## config.mk

```make
export PLATFORM = sky130hd
export DESIGN_NAME = spi_slave_byte_shifter
export DESIGN_NICKNAME = d
export VERILOG_FILES = /design/src/rtl/spi_pkg.sv /design/src/rtl/spi_sync_2ff.sv /design/src/rtl/spi_slave_byte_shifter.sv
export SDC_FILE = /design/constraint.sdc
export NUM_CORES = 1
export LEC_CHECK = 0
export ABC_CLOCK_PERIOD_IN_PS = 2000
export CAP_MARGIN = 20
export CORE_MARGIN = 2
export CORE_UTILIZATION = 30
export CTS_BUF_LIST = sky130_fd_sc_hd__clkbuf_4 sky130_fd_sc_hd__clkbuf_8 sky130_fd_sc_hd__clkbuf_16
export CTS_CLUSTER_SIZE = 16
export DETAILED_ROUTE_END_ITERATION = 12
export GPL_TIMING_DRIVEN = 0
export SKIP_CTS_REPAIR_TIMING = 1
export SYNTH_ARGS = -nofsm -noshare
export SYNTH_HDL_FRONTEND = slang
export SYNTH_SLANG_ARGS = --single-unit
```

## constraint.sdc

```tcl
create_clock -name clk -period 2 [get_ports clk]
set_clock_uncertainty 0.15 [all_clocks]
set_input_delay 0.4 -clock clk [delete_from_list [all_inputs] [get_ports clk]]
set_output_delay 0.4 -clock clk [all_outputs]
set_load 0.02 [all_outputs]
```

## src/rtl/spi_pkg.sv

```systemverilog
// Shared types for the SPI slave data path: FSM states and CPOL/CPHA mode encoding.
package spi_pkg;

   typedef enum logic {
      IDLE   = 1'b0,
      ACTIVE = 1'b1
   } state_t;

   // Mode number is {CPOL, CPHA}, as in the usual SPI mode 0..3 naming.
   typedef enum logic [1:0] {
      MODE0 = 2'd0,
      MODE1 = 2'd1,
      MODE2 = 2'd2,
      MODE3 = 2'd3
   } spi_mode_t;

   function automatic spi_mode_t spi_mode(input logic cpol, input logic cpha);
      return spi_mode_t'({cpol, cpha});
   endfunction

   function automatic logic mode_cpol(input spi_mode_t m);
      return m[1];
   endfunction

   function automatic logic mode_cpha(input spi_mode_t m);
      return m[0];
   endfunction

endpackage

```

## src/rtl/spi_sync_2ff.sv

```systemverilog
// Two-flop synchronizer for an asynchronous pin; reset value selects the safe idle level.
module spi_sync_2ff #(
   parameter logic RESET_VAL = 1'b0
) (
   input  logic clk,
   input  logic rst,
   input  logic d,
   output logic q
);

   logic meta;

   always_ff @(posedge clk) begin
      if (rst) begin
         meta <= RESET_VAL;
         q    <= RESET_VAL;
      end else begin
         meta <= d;
         q    <= meta;
      end
   end

endmodule

```

## src/rtl/spi_slave_byte_shifter.sv

```systemverilog
// SPI slave word shifter: samples MOSI, shifts MISO from a one-entry TX hold register,
// frames words on SS and reports received words, underruns and aborted frames on clk.
//
//   state  | meaning
//   IDLE   | SS high; strobes ignored
//   ACTIVE | SS low; sampling MOSI and driving MISO
module spi_slave_byte_shifter
   import spi_pkg::*;
#(
   parameter int                    DATA_WIDTH = 8,
   parameter logic                  CPOL       = 1'b0,
   parameter logic                  CPHA       = 1'b0,
   parameter logic                  MSB_FIRST  = 1'b1,
   parameter logic [DATA_WIDTH-1:0] TX_IDLE    = '1
) (
   input  logic                  clk,
   input  logic                  rst,
   input  logic                  im_up_edge,
   input  logic                  im_down_edge,
   input  logic                  im_high_read,
   input  logic                  im_low_read,
   input  logic                  im_SS_spi,
   input  logic                  im_MOSI_spi,
   output logic                  om_MISO_spi,
   output logic                  om_MISO_oe,
   input  logic [DATA_WIDTH-1:0] im_tx_data,
   input  logic                  im_tx_valid,
   output logic                  om_tx_ready,
   output logic [DATA_WIDTH-1:0] om_rx_data,
   output logic                  om_rx_valid,
   output logic                  om_tx_underrun,
   output logic                  om_frame_abort,
   output logic                  om_busy
);

   localparam int              CW       = $clog2(DATA_WIDTH);
   localparam logic [CW-1:0]   LAST_BIT = CW'(DATA_WIDTH - 1);
   localparam spi_mode_t       MODE     = spi_mode(CPOL, CPHA);

   logic ss_sync, mosi_sync;

   spi_sync_2ff #(.RESET_VAL(1'b1)) u_sync_ss (
      .clk (clk),
      .rst (rst),
      .d   (im_SS_spi),
      .q   (ss_sync)
   );

   spi_sync_2ff #(.RESET_VAL(1'b0)) u_sync_mosi (
      .clk (clk),
      .rst (rst),
      .d   (im_MOSI_spi),
      .q   (mosi_sync)
   );

   logic lead_edge, trail_edge, lead_read, trail_read, sample, drive;

   assign lead_edge  = mode_cpol(MODE) ? im_down_edge : im_up_edge;
   assign trail_edge = mode_cpol(MODE) ? im_up_edge   : im_down_edge;
   assign lead_read  = mode_cpol(MODE) ? im_low_read  : im_high_read;
   assign trail_read = mode_cpol(MODE) ? im_high_read : im_low_read;
   assign sample     = mode_cpha(MODE) ? trail_read : lead_read;
   assign drive      = mode_cpha(MODE) ? lead_edge  : trail_edge;

   state_t                  state;
   logic [CW-1:0]           bit_cnt;
   logic [DATA_WIDTH-1:0]   rx_shift, tx_shift, hold_data;
   logic                    hold_full;
   logic                    word_done;

   logic                    word_start, shift_out, tx_write;
   logic [DATA_WIDTH-1:0]   start_word, next_rx;

   assign om_tx_ready = !hold_full;
   assign tx_write    = im_tx_valid && !hold_full;
   assign start_word  = hold_full ? hold_data : TX_IDLE;
   assign next_rx     = MSB_FIRST ? {rx_shift[DATA_WIDTH-2:0], mosi_sync}
                                  : {mosi_sync, rx_shift[DATA_WIDTH-1:1]};

   // CPHA=0 must present bit 0 before the first sampling edge, so it loads on SS fall
   // and on the drive edge that closes each word; CPHA=1 loads on a word's first drive edge.
   always_comb begin
      word_start = 1'b0;
      if (state == IDLE)
         word_start = !ss_sync && !mode_cpha(MODE);
      else if (!ss_sync && drive)
         word_start = mode_cpha(MODE) ? (bit_cnt == '0) : word_done;
   end

   assign shift_out = (state == ACTIVE) && !ss_sync && drive && !word_start;

   always_ff @(posedge clk) begin
      if (rst) begin
         state          <= IDLE;
         bit_cnt        <= '0;
         rx_shift       <= '0;
         tx_shift       <= '0;
         hold_data      <= '0;
         hold_full      <= 1'b0;
         word_done      <= 1'b0;
         om_MISO_spi    <= 1'b0;
         om_MISO_oe     <= 1'b0;
         om_busy        <= 1'b0;
         om_rx_data     <= '0;
         om_rx_valid    <= 1'b0;
         om_tx_underrun <= 1'b0;
         om_frame_abort <= 1'b0;
      end else begin
         om_rx_valid    <= 1'b0;
         om_tx_underrun <= 1'b0;
         om_frame_abort <= 1'b0;

         if (word_start) begin
            om_MISO_spi    <= MSB_FIRST ? start_word[DATA_WIDTH-1] : start_word[0];
            tx_shift       <= MSB_FIRST ? (start_word << 1) : (start_word >> 1);
            om_tx_underrun <= !hold_full;
         end else if (shift_out) begin
            om_MISO_spi <= MSB_FIRST ? tx_shift[DATA_WIDTH-1] : tx_shift[0];
            tx_shift    <= MSB_FIRST ? (tx_shift << 1) : (tx_shift >> 1);
         end

         // A write landing with an underrun start is kept for the following word.
         if (word_start && hold_full) begin
            hold_full <= 1'b0;
         end else if (tx_write) begin
            hold_full <= 1'b1;
            hold_data <= im_tx_data;
         end

         case (state)
            IDLE: begin
               if (!ss_sync) begin
                  state      <= ACTIVE;
                  om_busy    <= 1'b1;
                  om_MISO_oe <= 1'b1;
                  bit_cnt    <= '0;
                  word_done  <= 1'b0;
               end
            end
            ACTIVE: begin
               if (ss_sync) begin
                  state          <= IDLE;
                  om_busy        <= 1'b0;
                  om_MISO_oe     <= 1'b0;
                  om_MISO_spi    <= 1'b0;
                  bit_cnt        <= '0;
                  word_done      <= 1'b0;
                  om_frame_abort <= (bit_cnt != '0);
               end else begin
                  if (drive)
                     word_done <= 1'b0;
                  if (sample) begin
                     rx_shift <= next_rx;
                     if (bit_cnt == LAST_BIT) begin
                        bit_cnt     <= '0;
                        om_rx_data  <= next_rx;
                        om_rx_valid <= 1'b1;
                        word_done   <= 1'b1;
                     end else begin
                        bit_cnt <= bit_cnt + 1'b1;
                     end
                  end
               end
            end
            default: state <= IDLE;
         endcase
      end
   end

endmodule

```

# Yosys cells after proc, flatten, opt, wreduce, memory -nomap -nowiden
# Index checks and enable logic that the tools add are counted.
dict set report word_totals {
  ff_bits 45
  inputBits 17
  out_inout_bits 15
  word_cells 72
}
dict set report classes {
  add_sub_neg 1
  n_eq_ne 4
  muxes 25
  bitwise_logic 5
  n_reduce_logical 20
}
# operator count
set op_table {}
lappend op_table {{2-to-1 mux 8 bit} 3}
lappend op_table {{2-to-1 mux 1 bit} 15}
lappend op_table {{2-to-1 mux 3 bit} 4}
lappend op_table {{logical AND 1 bit} 6}
lappend op_table {{case mux 3 bit (2 select lines)} 1}
lappend op_table {{AND reduction 2 bit} 3}
lappend op_table {{NOT 1 bit} 5}
lappend op_table {{case mux 1 bit (2 select lines)} 2}
lappend op_table {{AND reduction 4 bit} 1}
lappend op_table {{OR reduction 2 bit} 2}
lappend op_table {{OR reduction 4 bit} 1}
lappend op_table {{adder 3 x 1 -> 3 bit, second input constant} 1}
lappend op_table {{equality test 3 bit, second input constant} 1}
lappend op_table {{logical NOT 1 bit} 3}
lappend op_table {{!= test 3 x 2 -> 1 bit, second input constant} 1}
lappend op_table {{AND reduction 3 bit} 1}
lappend op_table {{nonzero test 3 bit} 1}
lappend op_table {{OR reduction 3 bit} 1}
lappend op_table {{!= test 2 x 1 -> 1 bit, second input constant} 1}
lappend op_table {{!= test 2 bit, second input constant} 1}
lappend op_table {{nonzero test 2 bit} 1}

# Depth between registers and ports, before layout
# Gate-level depths: netlist of the first run.
dict set report logic_depth {
  word_depth 10
  ltp_mapped 8
  mapped_depth_nobuf 5
}

# Modules after synthesis
# From an unflattened synthesis of the first run, not the netlist that was laid out.
dict set report hier_totals {
  hier_cells 216
  hier_area_um2 1805.5
}
# module n_inst cells_each area_each_um2
set by_module_without_submodules {}
lappend by_module_without_submodules {spi_slave_byte_shifter 1 208 1700.4}
lappend by_module_without_submodules {spi_sync_2ff 2 4 52.6}

# Worst setup path after synthesis of the first run
# OpenSTA, ideal clock, no wires.
dict set report synth_path {
  path_type {register to register}
  start {reg u_sync_ss.q}
  end {reg om_MISO_spi}
  setup_ps 74
  arrival_ps 1552
  setup_slack_ps 223
  stages_incl_launch_ff 9
  path_buffers 3
  synth_period_minus_slack_ps 1777
  path_cell_list {dfxtp_1 -> clkbuf_1 -> buf_2 -> inv_1 -> ha_1 -> clkbuf_1 -> nand2_1 -> o211ai_1 -> a31oi_1}
}
dict set report synth_via {
  elab_chain_cells 10
  elab_cells_between_ends 12
  cone_classes {mux: 6; reduce/logical: 6}
}
# item line
set synth_lines {}
lappend synth_lines {{start: declaration} spi_sync_2ff.sv:8} ;# output logic q
lappend synth_lines {{start signal: assignment} spi_sync_2ff.sv:19} ;# q <= meta;
lappend synth_lines {{logical NOT 1 bit} n/a}
lappend synth_lines {{logical AND 1 bit} spi_slave_byte_shifter.sv:86} ;# else if (!ss_sync && drive)
lappend synth_lines {{2-to-1 mux 1 bit} spi_slave_byte_shifter.sv:86}
lappend synth_lines {{2-to-1 mux 1 bit} spi_slave_byte_shifter.sv:84} ;# if (state == IDLE)
lappend synth_lines {{logical NOT 1 bit} spi_slave_byte_shifter.sv:90} ;# assign shift_out = (state == ACTIVE) && !ss_sync && drive && !word_start;
lappend synth_lines {{logical AND 1 bit} spi_slave_byte_shifter.sv:90}
lappend synth_lines {{2-to-1 mux 1 bit} spi_slave_byte_shifter.sv:117} ;# end else if (shift_out) begin
lappend synth_lines {{2-to-1 mux 1 bit} spi_slave_byte_shifter.sv:113} ;# if (word_start) begin
lappend synth_lines {{2-to-1 mux 1 bit} spi_slave_byte_shifter.sv:141} ;# if (ss_sync) begin
lappend synth_lines {{2-to-1 mux 1 bit (*)} spi_slave_byte_shifter.sv:130} ;# case (state)
lappend synth_lines {{end signal: assignment} spi_slave_byte_shifter.sv:114} ;# om_MISO_spi <= MSB_FIRST ? start_word[DATA_WIDTH-1] : start_word[0];
lappend synth_lines {{end signal: assignment} spi_slave_byte_shifter.sv:118} ;# om_MISO_spi <= MSB_FIRST ? tx_shift[DATA_WIDTH-1] : tx_shift[0];
lappend synth_lines {{end: declaration} spi_slave_byte_shifter.sv:24} ;# output logic om_MISO_spi,
# Mark *: on every way between the ends. The rest lies on a longest branch, timed or not.
# A chain may end at the register's enable or synchronous reset.

# Worst setup path in the final report of the first run
dict set report layout_path {
  start {reg om_busy}
  end {out om_busy}
}
# item line
set layout_lines {}
lappend layout_lines {{start: declaration} spi_slave_byte_shifter.sv:33} ;# output logic om_busy
lappend layout_lines {{start signal: assignment} spi_slave_byte_shifter.sv:103} ;# om_busy <= 1'b0;
lappend layout_lines {{start signal: assignment} spi_slave_byte_shifter.sv:134} ;# om_busy <= 1'b1;
lappend layout_lines {{start signal: assignment} spi_slave_byte_shifter.sv:143} ;# om_busy <= 1'b0;
# No word-level cell between the ends.

==> results of run 1 <==
-- cell families after synthesis --
group	count (synthesis)	share of synthesized area, %
buffers and inverters	33	7.895
flip-flops	45	47.37
AO/OA/AOI/OAI	67	23.09
AND/OR/NAND/NOR	72	17.70
adder cells (fa/ha/maj)	6	3.947
-- per-layer routing --
metal | GRT usage (%) | vias to the layer above | wire (um)
li1 | - | 829 | -
met1 | 17.72 | 739 | 2077
met2 | 19.20 | 23 | 1742
met3 | 2.868 | 6 | 126
met4 | 5.279 | 0 | 83
met5 | 0 | - | 0
-- power by group through the flow --
stage               Clock, W  Combinational [W]  Sequential (W)
global placement           0           0.000152        0.000956
finish              0.000572           0.000153        0.000936
detailed placement         0           0.000153        0.000956
floorplan                  0          0.0000901        0.000957
CTS                 0.000591           0.000155        0.000936
global route        0.000623           0.000172        0.000940
-- final cells by class --
type	instances	area share, %
Sequential cell	45	38.15
Multi-Input combinational cell	145	35.99
Timing Repair Buffer	27	11.50
Buffer	19	4.380
Tap cell	77	4.063
Clock buffer	5	2.902
Inverter	13	2.058
Clock inverter	3	0.9499
-- through the flow --
stage,cells,utilization [%]
after CTS,335,37.81
after floorplan,223,-
after detailed placement,327,36.35
after global placement,327,36.35
final,334,37.99
after global routing,334,37.99
-- path summary, 6_finish.rpt --
| check | endpoint | cells after the start |
|---|---|---|
| worst max-delay path | om_busy | 2 |
| worst min register to register | u_sync_ss.q | 1 |
| worst max register to register | tx_shift[5] | 7 |
| worst min-delay path | u_sync_ss.q | 1 |
-- critical path: stages, from the launching register on --
cell and delay [ns]:
dfxtp_1 0.36, buf_4 0.11, clkdlybuf4s50_1 0.58
-- cell usage in the layout (no fill, tap or decap), drive strengths merged --
master	netlist	final
a211o	8	8
a211oi	1	1
a21boi	1	1
a21o	1	1
a21oi	29	29
a31oi	7	7
and3b	1	1
and4b	1	1
buf	9	9
clkbuf	11	15
clkdlybuf4s50	0	26
clkinv	0	3
dfxtp	45	45
dlymetal6s2s	0	1
ha	6	6
inv	13	13
nand2	49	49
nand2b	2	2
nand3b	1	1
nand4	1	1
nand4b	1	1
nor2	4	4
nor2b	6	6
nor3b	3	3
nor4	1	1
o2111ai	7	7
o211ai	8	8
o21ai	5	5
or2	2	2
-- registers in the layout, summed over array words and instances, names as in the netlist, 3 cells and up --
name        count
hold_data       8
bit_cnt         3
tx_shift        7
om_rx_data      8
rx_shift        7
==> flow_metrics.py, run 1 <==
metrics = {
    "floorplan": {
        "dieArea_um2": 6992,
        "die_x_um": 83.62,
        "start_util_pct": 30.47,
        "die_h_um": 83.62,
        "pin_count": 32,
        "placeableCoreArea_um2": 6241,
        "row_count": 29,
    },
    "clocking": {
        "cts.sinks": 45,
        "cts.path.max_buffers": 2,
        "clockRootBuffer": "clkbuf_8",
        "cts_made_buffers": 5,
        "worstSkewPairLatency_ns": 0.30,
        "cts_tree": "built",
        "path_clk_slew_ns": 0.09,
        "h-tree-depth": 2,
    },
    "detailed_routing": {
        "routed-via-count": 1597,
        "via_per_inst": 4.781,
        "wire_per_inst_um": 12.06,
        "drt_wl_total_um": 4029,
        "drt_iter0_drc": 97,
        "drtAntennaViolNets": 0,
        "firstDrtPassIters": 4,
        "route.detailed.drc": 0,
    },
    "yosys": {
        "netlist_area_um2": 1902,
        "synthCells": 223,
        "synthArstFlopShare_pct": 0,
        "synth_area_per_cell_um2": 8.528,
        "yosysTopAreaCell": "dfxtp_1",
        "synth_area_leaders": "dfxtp_1, nand2_1, a21oi_1",
        "synth_most_common_cell": "nand2_1",
        "synth.top_cell.area_share_pct": 47.37,
        "syn-num-nets": 246,
        "ys.flop_type": "dfxtp_1",
        "synth_edf_count": 0,
        "synthTopCellsByCount": "nand2_1, dfxtp_1, a21oi_1",
        "synth-seq-cells": 45,
        "ys.warnings.count": 0,
        "yosysSeqAreaShare_pct": 47.37,
        "yosysUniqueCellTypes": 29,
    },
    "timing": {
        "setup_viol": 0,
        "rsz0062_at_grt": "no",
        "relSlewSlack_pct": 66.98,
        "tightest_slew_ns": 0.4952,
        "hold_slack_ns": 0.2739,
        "setup_slack_ns": 0.1068,
        "tns_ns": 0,
        "fmax_mhz": 528.2,
        "period_share_pct": 94.66,
        "fin_crit_ns": 1.893,
        "slew_viol_final": 0,
        "finalHoldViolCount": 0,
    },
    "placement": {
        "dp_hpwl_um": 2755,
        "post_dp_cell_area_um2": 2268,
        "portBuffers": 27,
        "place_congestion": 0.7858,
        "pre_cts_slack_ns": -0.1546,
    },
    "setup_path": {
        "cp-startpoint": "om_busy",
        "cp.arrival_ns": 1.34,
        "regToRegStartpoint": "u_sync_ss.q",
        "crit_fanout": 3,
        "critPathLaunchType": "flip-flop",
        "reg2reg_slack_ns": 0.17,
        "end_kind": "output pin",
        "cp_data_required_time_ns": 1.45,
        "criticalPathCategory": "flip-flop to output pin",
    },
    "cells_and_area": {
        "nets": 279,
        "final_area_um2": 2371,
        "drive_above_1_share_pct": 9.339,
        "num_antenna_cells": 0,
        "fillerInstances": 669,
        "seqCellArea_um2": 904.6,
        "area_growth_pct": 24.67,
        "multi_input_area_um2": 853.3,
    },
    "pwr": {
        "peakVddDrop_mv": 0.2709,
        "p_seq_share_pct": 56.3,
        "p_per_area_nw_per_um2": 700.4,
        "power.switching_w": 0.0004196,
        "internal-power_w": 0.001241,
        "p_clk_share_pct": 34.4,
        "p_leak_nw": 0.8175,
        "p_comb_share_pct": 9.2,
        "total_power_w": 0.001661,
        "p_sw_share_pct": 25.27,
    },
    "grt": {
        "grt_use_total_pct": 12.79,
        "overflow": 0,
        "grt_pass1_wl_um": 7320,
        "grt_pass1_vias": 1546,
        "grt_start_max_net_pins": 16,
        "antenna_found_initial": 0,
    },
    "hold_path": {
        "hold_class": "flip-flop to flip-flop",
        "min_from": "u_sync_ss.meta",
    },
    "run_status": {
        "status": "completed",
    },
    "job": {
        "drv_cap": 0,
    },
}
Power figures use the tool's default switching activity.
==> run 2, diff against run 1 <==
--- a/config.mk
+++ b/config.mk
@@ -5,6 +5,7 @@
 export SDC_FILE = /design/constraint.sdc
 export NUM_CORES = 1
 export LEC_CHECK = 0
+export ABC_AREA = 1
 export ABC_CLOCK_PERIOD_IN_PS = 2000
 export CAP_MARGIN = 20
 export CORE_MARGIN = 2
==> flow_metrics.py, run 2 <==
metrics = {
    "cells_and_area": {
        "final_cells": 339,
        "seqCellArea_um2": 900.9,
        "drive_above_1_share_pct": 9.470,
        "utilization_pct": 39.41,
        "multi_input_area_um2": 779.5,
        "reg_top3": "hold_data: 8 flops, om_rx_data: 8 flops",
        "fillerInstances": 643,
        "nets": 286,
        "area_growth_pct": 27.86,
        "final_cell_mix": "dfxtp_1, nand2_1, nor2_1",
        "final_common_cell": "dfxtp_1",
        "num_antenna_cells": 0,
    },
    "timing": {
        "fmax_mhz": 523.6,
        "finalHoldViolCount": 0,
        "tns_ns": 0,
        "setup_viol": 0,
        "rsz0062_at_grt": "no",
        "period_share_pct": 95.49,
        "setup_slack_ns": 0.09027,
        "fin_crit_ns": 1.910,
        "relSlewSlack_pct": 64.14,
        "slew_viol_final": 0,
        "tightest_slew_ns": 0.5380,
    },
    "clocking": {
        "clockRootBuffer": "clkbuf_8",
        "cts_tree": "built",
        "path_clk_slew_ns": 0.09,
        "worstSkewPairLatency_ns": 0.31,
        "cts.sinks": 45,
        "cts.path.max_buffers": 2,
        "h-tree-depth": 2,
        "cts_made_buffers": 5,
    },
    "setup_path": {
        "critPathLaunchType": "flip-flop",
        "crit_fanout": 3,
        "cp_data_required_time_ns": 1.45,
        "rr_worst_depth": 8,
        "criticalPathCategory": "flip-flop to output pin",
        "cp.arrival_ns": 1.36,
        "regToRegStartpoint": "u_sync_ss.q",
        "reg2reg_slack_ns": 0.29,
        "cp-startpoint": "om_busy",
        "rr_endpoint": "tx_shift[4]",
        "end_kind": "output pin",
        "critPathCapture": "om_busy",
    },
    "yosys": {
        "ys.warnings.count": 0,
        "synth_area_per_cell_um2": 7.992,
        "yosys.area_share.adder_pct": 4.138,
        "synth-seq-cells": 45,
        "syn-num-nets": 250,
        "yosysTopAreaCell": "dfxtp_1",
        "ys.flop_type": "dfxtp_1",
        "synth_area_leaders": "dfxtp_1, nand2_1, nor2_1",
        "synth.mux.area_fraction_pct": 0,
        "synth_xor_area_share_pct": 0,
        "synthTopCellsByCount": "dfxtp_1, nand2_1, nor2_1",
        "yosysUniqueCellTypes": 25,
        "yosysSeqAreaShare_pct": 49.66,
        "netlist_area_um2": 1814,
        "synthCells": 227,
        "synth_compound_area_share_pct": 12.97,
        "synth_most_common_cell": "dfxtp_1",
        "synth.top_cell.area_share_pct": 49.66,
        "synth_top_family_by_area": "simple AND/OR/NAND/NOR gates",
        "synth_edf_count": 0,
        "synthArstFlopShare_pct": 0,
        "synthSimpleGateAreaFrac_pct": 25.72,
    },
    "placement": {
        "portBuffers": 29,
        "place_congestion": 0.8079,
        "pre_cts_slack_ns": -0.1040,
        "dp_hpwl_um": 2912,
        "placed_cells": 331,
    },
    "hold_path": {
        "hold_class": "flip-flop to flip-flop",
    },
    "detailed_routing": {
        "wire_per_inst_um": 12.10,
        "drt_wl_total_um": 4103,
        "drt_iter0_drc": 71,
        "drtAntennaViolNets": 0,
        "firstDrtPassIters": 4,
        "via_per_inst": 4.552,
        "route.detailed.drc": 0,
        "routed-via-count": 1543,
    },
    "grt": {
        "grt_use_total_pct": 13.88,
        "grt_pass1_vias": 1469,
        "overflow": 0,
        "antenna_found_initial": 0,
        "grt_start_max_net_pins": 17,
        "grt_pass1_wl_um": 6996,
    },
    "job": {
        "drv_cap": 0,
    },
    "floorplan": {
        "pin_count": 32,
        "die_x_um": 81.77,
        "row_count": 28,
        "start_util_pct": 30.82,
        "dieArea_um2": 6686,
        "die_h_um": 81.77,
        "placeableCoreArea_um2": 5886,
    },
    "run_status": {
        "status": "completed",
    },
    "pwr": {
        "p_leak_nw": 0.9947,
        "peakVddDrop_mv": 0.3083,
        "p_per_area_nw_per_um2": 779.8,
    },
}
## run 2: changes by cell type after synthesis, moves of 8 or more
cell | previous run | this run
nor2_1 | 4 | 31
o21ai_0 | 5 | 16
a21oi_1 | 29 | 19
a211o_1 | 8 | 0
clkbuf_1 | 11 | 3
nand3_1 | 0 | 21
## run 2: critical path, cell delays in order, from the launching register on
cell and delay [ns]:
dfxtp_1 0.36, buf_4 0.11, clkdlybuf4s50_1 0.58
## run 2: worst min-delay path by stage
stage                                 from             to  slack, ns  cells past startpoint
after floorplan           u_sync_mosi.meta  u_sync_mosi.q       0.24                      2
after global placement      u_sync_ss.meta    u_sync_ss.q       0.24                      1
after detailed placement    u_sync_ss.meta    u_sync_ss.q       0.24                      1
after CTS                   u_sync_ss.meta    u_sync_ss.q       0.27                      1
after global routing        u_sync_ss.meta    u_sync_ss.q       0.27                      1
final                     u_sync_mosi.meta  u_sync_mosi.q       0.26                      2
## run 2: area by class of cell
cell class | instances | area share [%]
plain buffers | 7 | 1.834
clock buffers | 5 | 2.967
clock inverters | 3 | 2.050
inverters | 23 | 4.045
multi-input cells | 152 | 33.60
flip-flops and latches | 45 | 38.84
well taps | 75 | 4.045
repair buffers | 29 | 12.62
## run 2: power breakdown
part | internal [W] | total (W) | switching [W]
Clock | 0.000381 | 0.000714 | 0.000333
Combinational | 0.0000685 | 0.000152 | 0.0000830
Sequential | 0.000925 | 0.000944 | 0.0000183
Total | 0.00138 | 0.00181 | 0.000434
## run 2: routing by layer
layer  GRT usage [%]  up-vias  wire [um]
li1                -      812          -
met1           16.64      699       1909
met2           23.74       26       1998
met3           3.407        6        140
met4           5.500        0         54
met5               0        -          0
## run 2: cells by family after synthesis
group	after synthesis
adders and majority gates	6
and+or+nand+nor	103
DFF	45
buffers and inverters	30
AOI/OAI and AO/OA	43
## run 2: per-stage QoR
step / cell area [um2] / power, W / hold slack [ns]
final: 2320 / 0.001809 / 0.2635
after global routing: 2320 / 0.001886 / 0.2740
after CTS: 2315 / 0.001829 / 0.2667
after detailed placement: 2198 / 0.001118 / 0.2440
after global placement: 2198 / 0.001115 / 0.2414
after floorplan: 1814 / 0.001047 / 0.2383
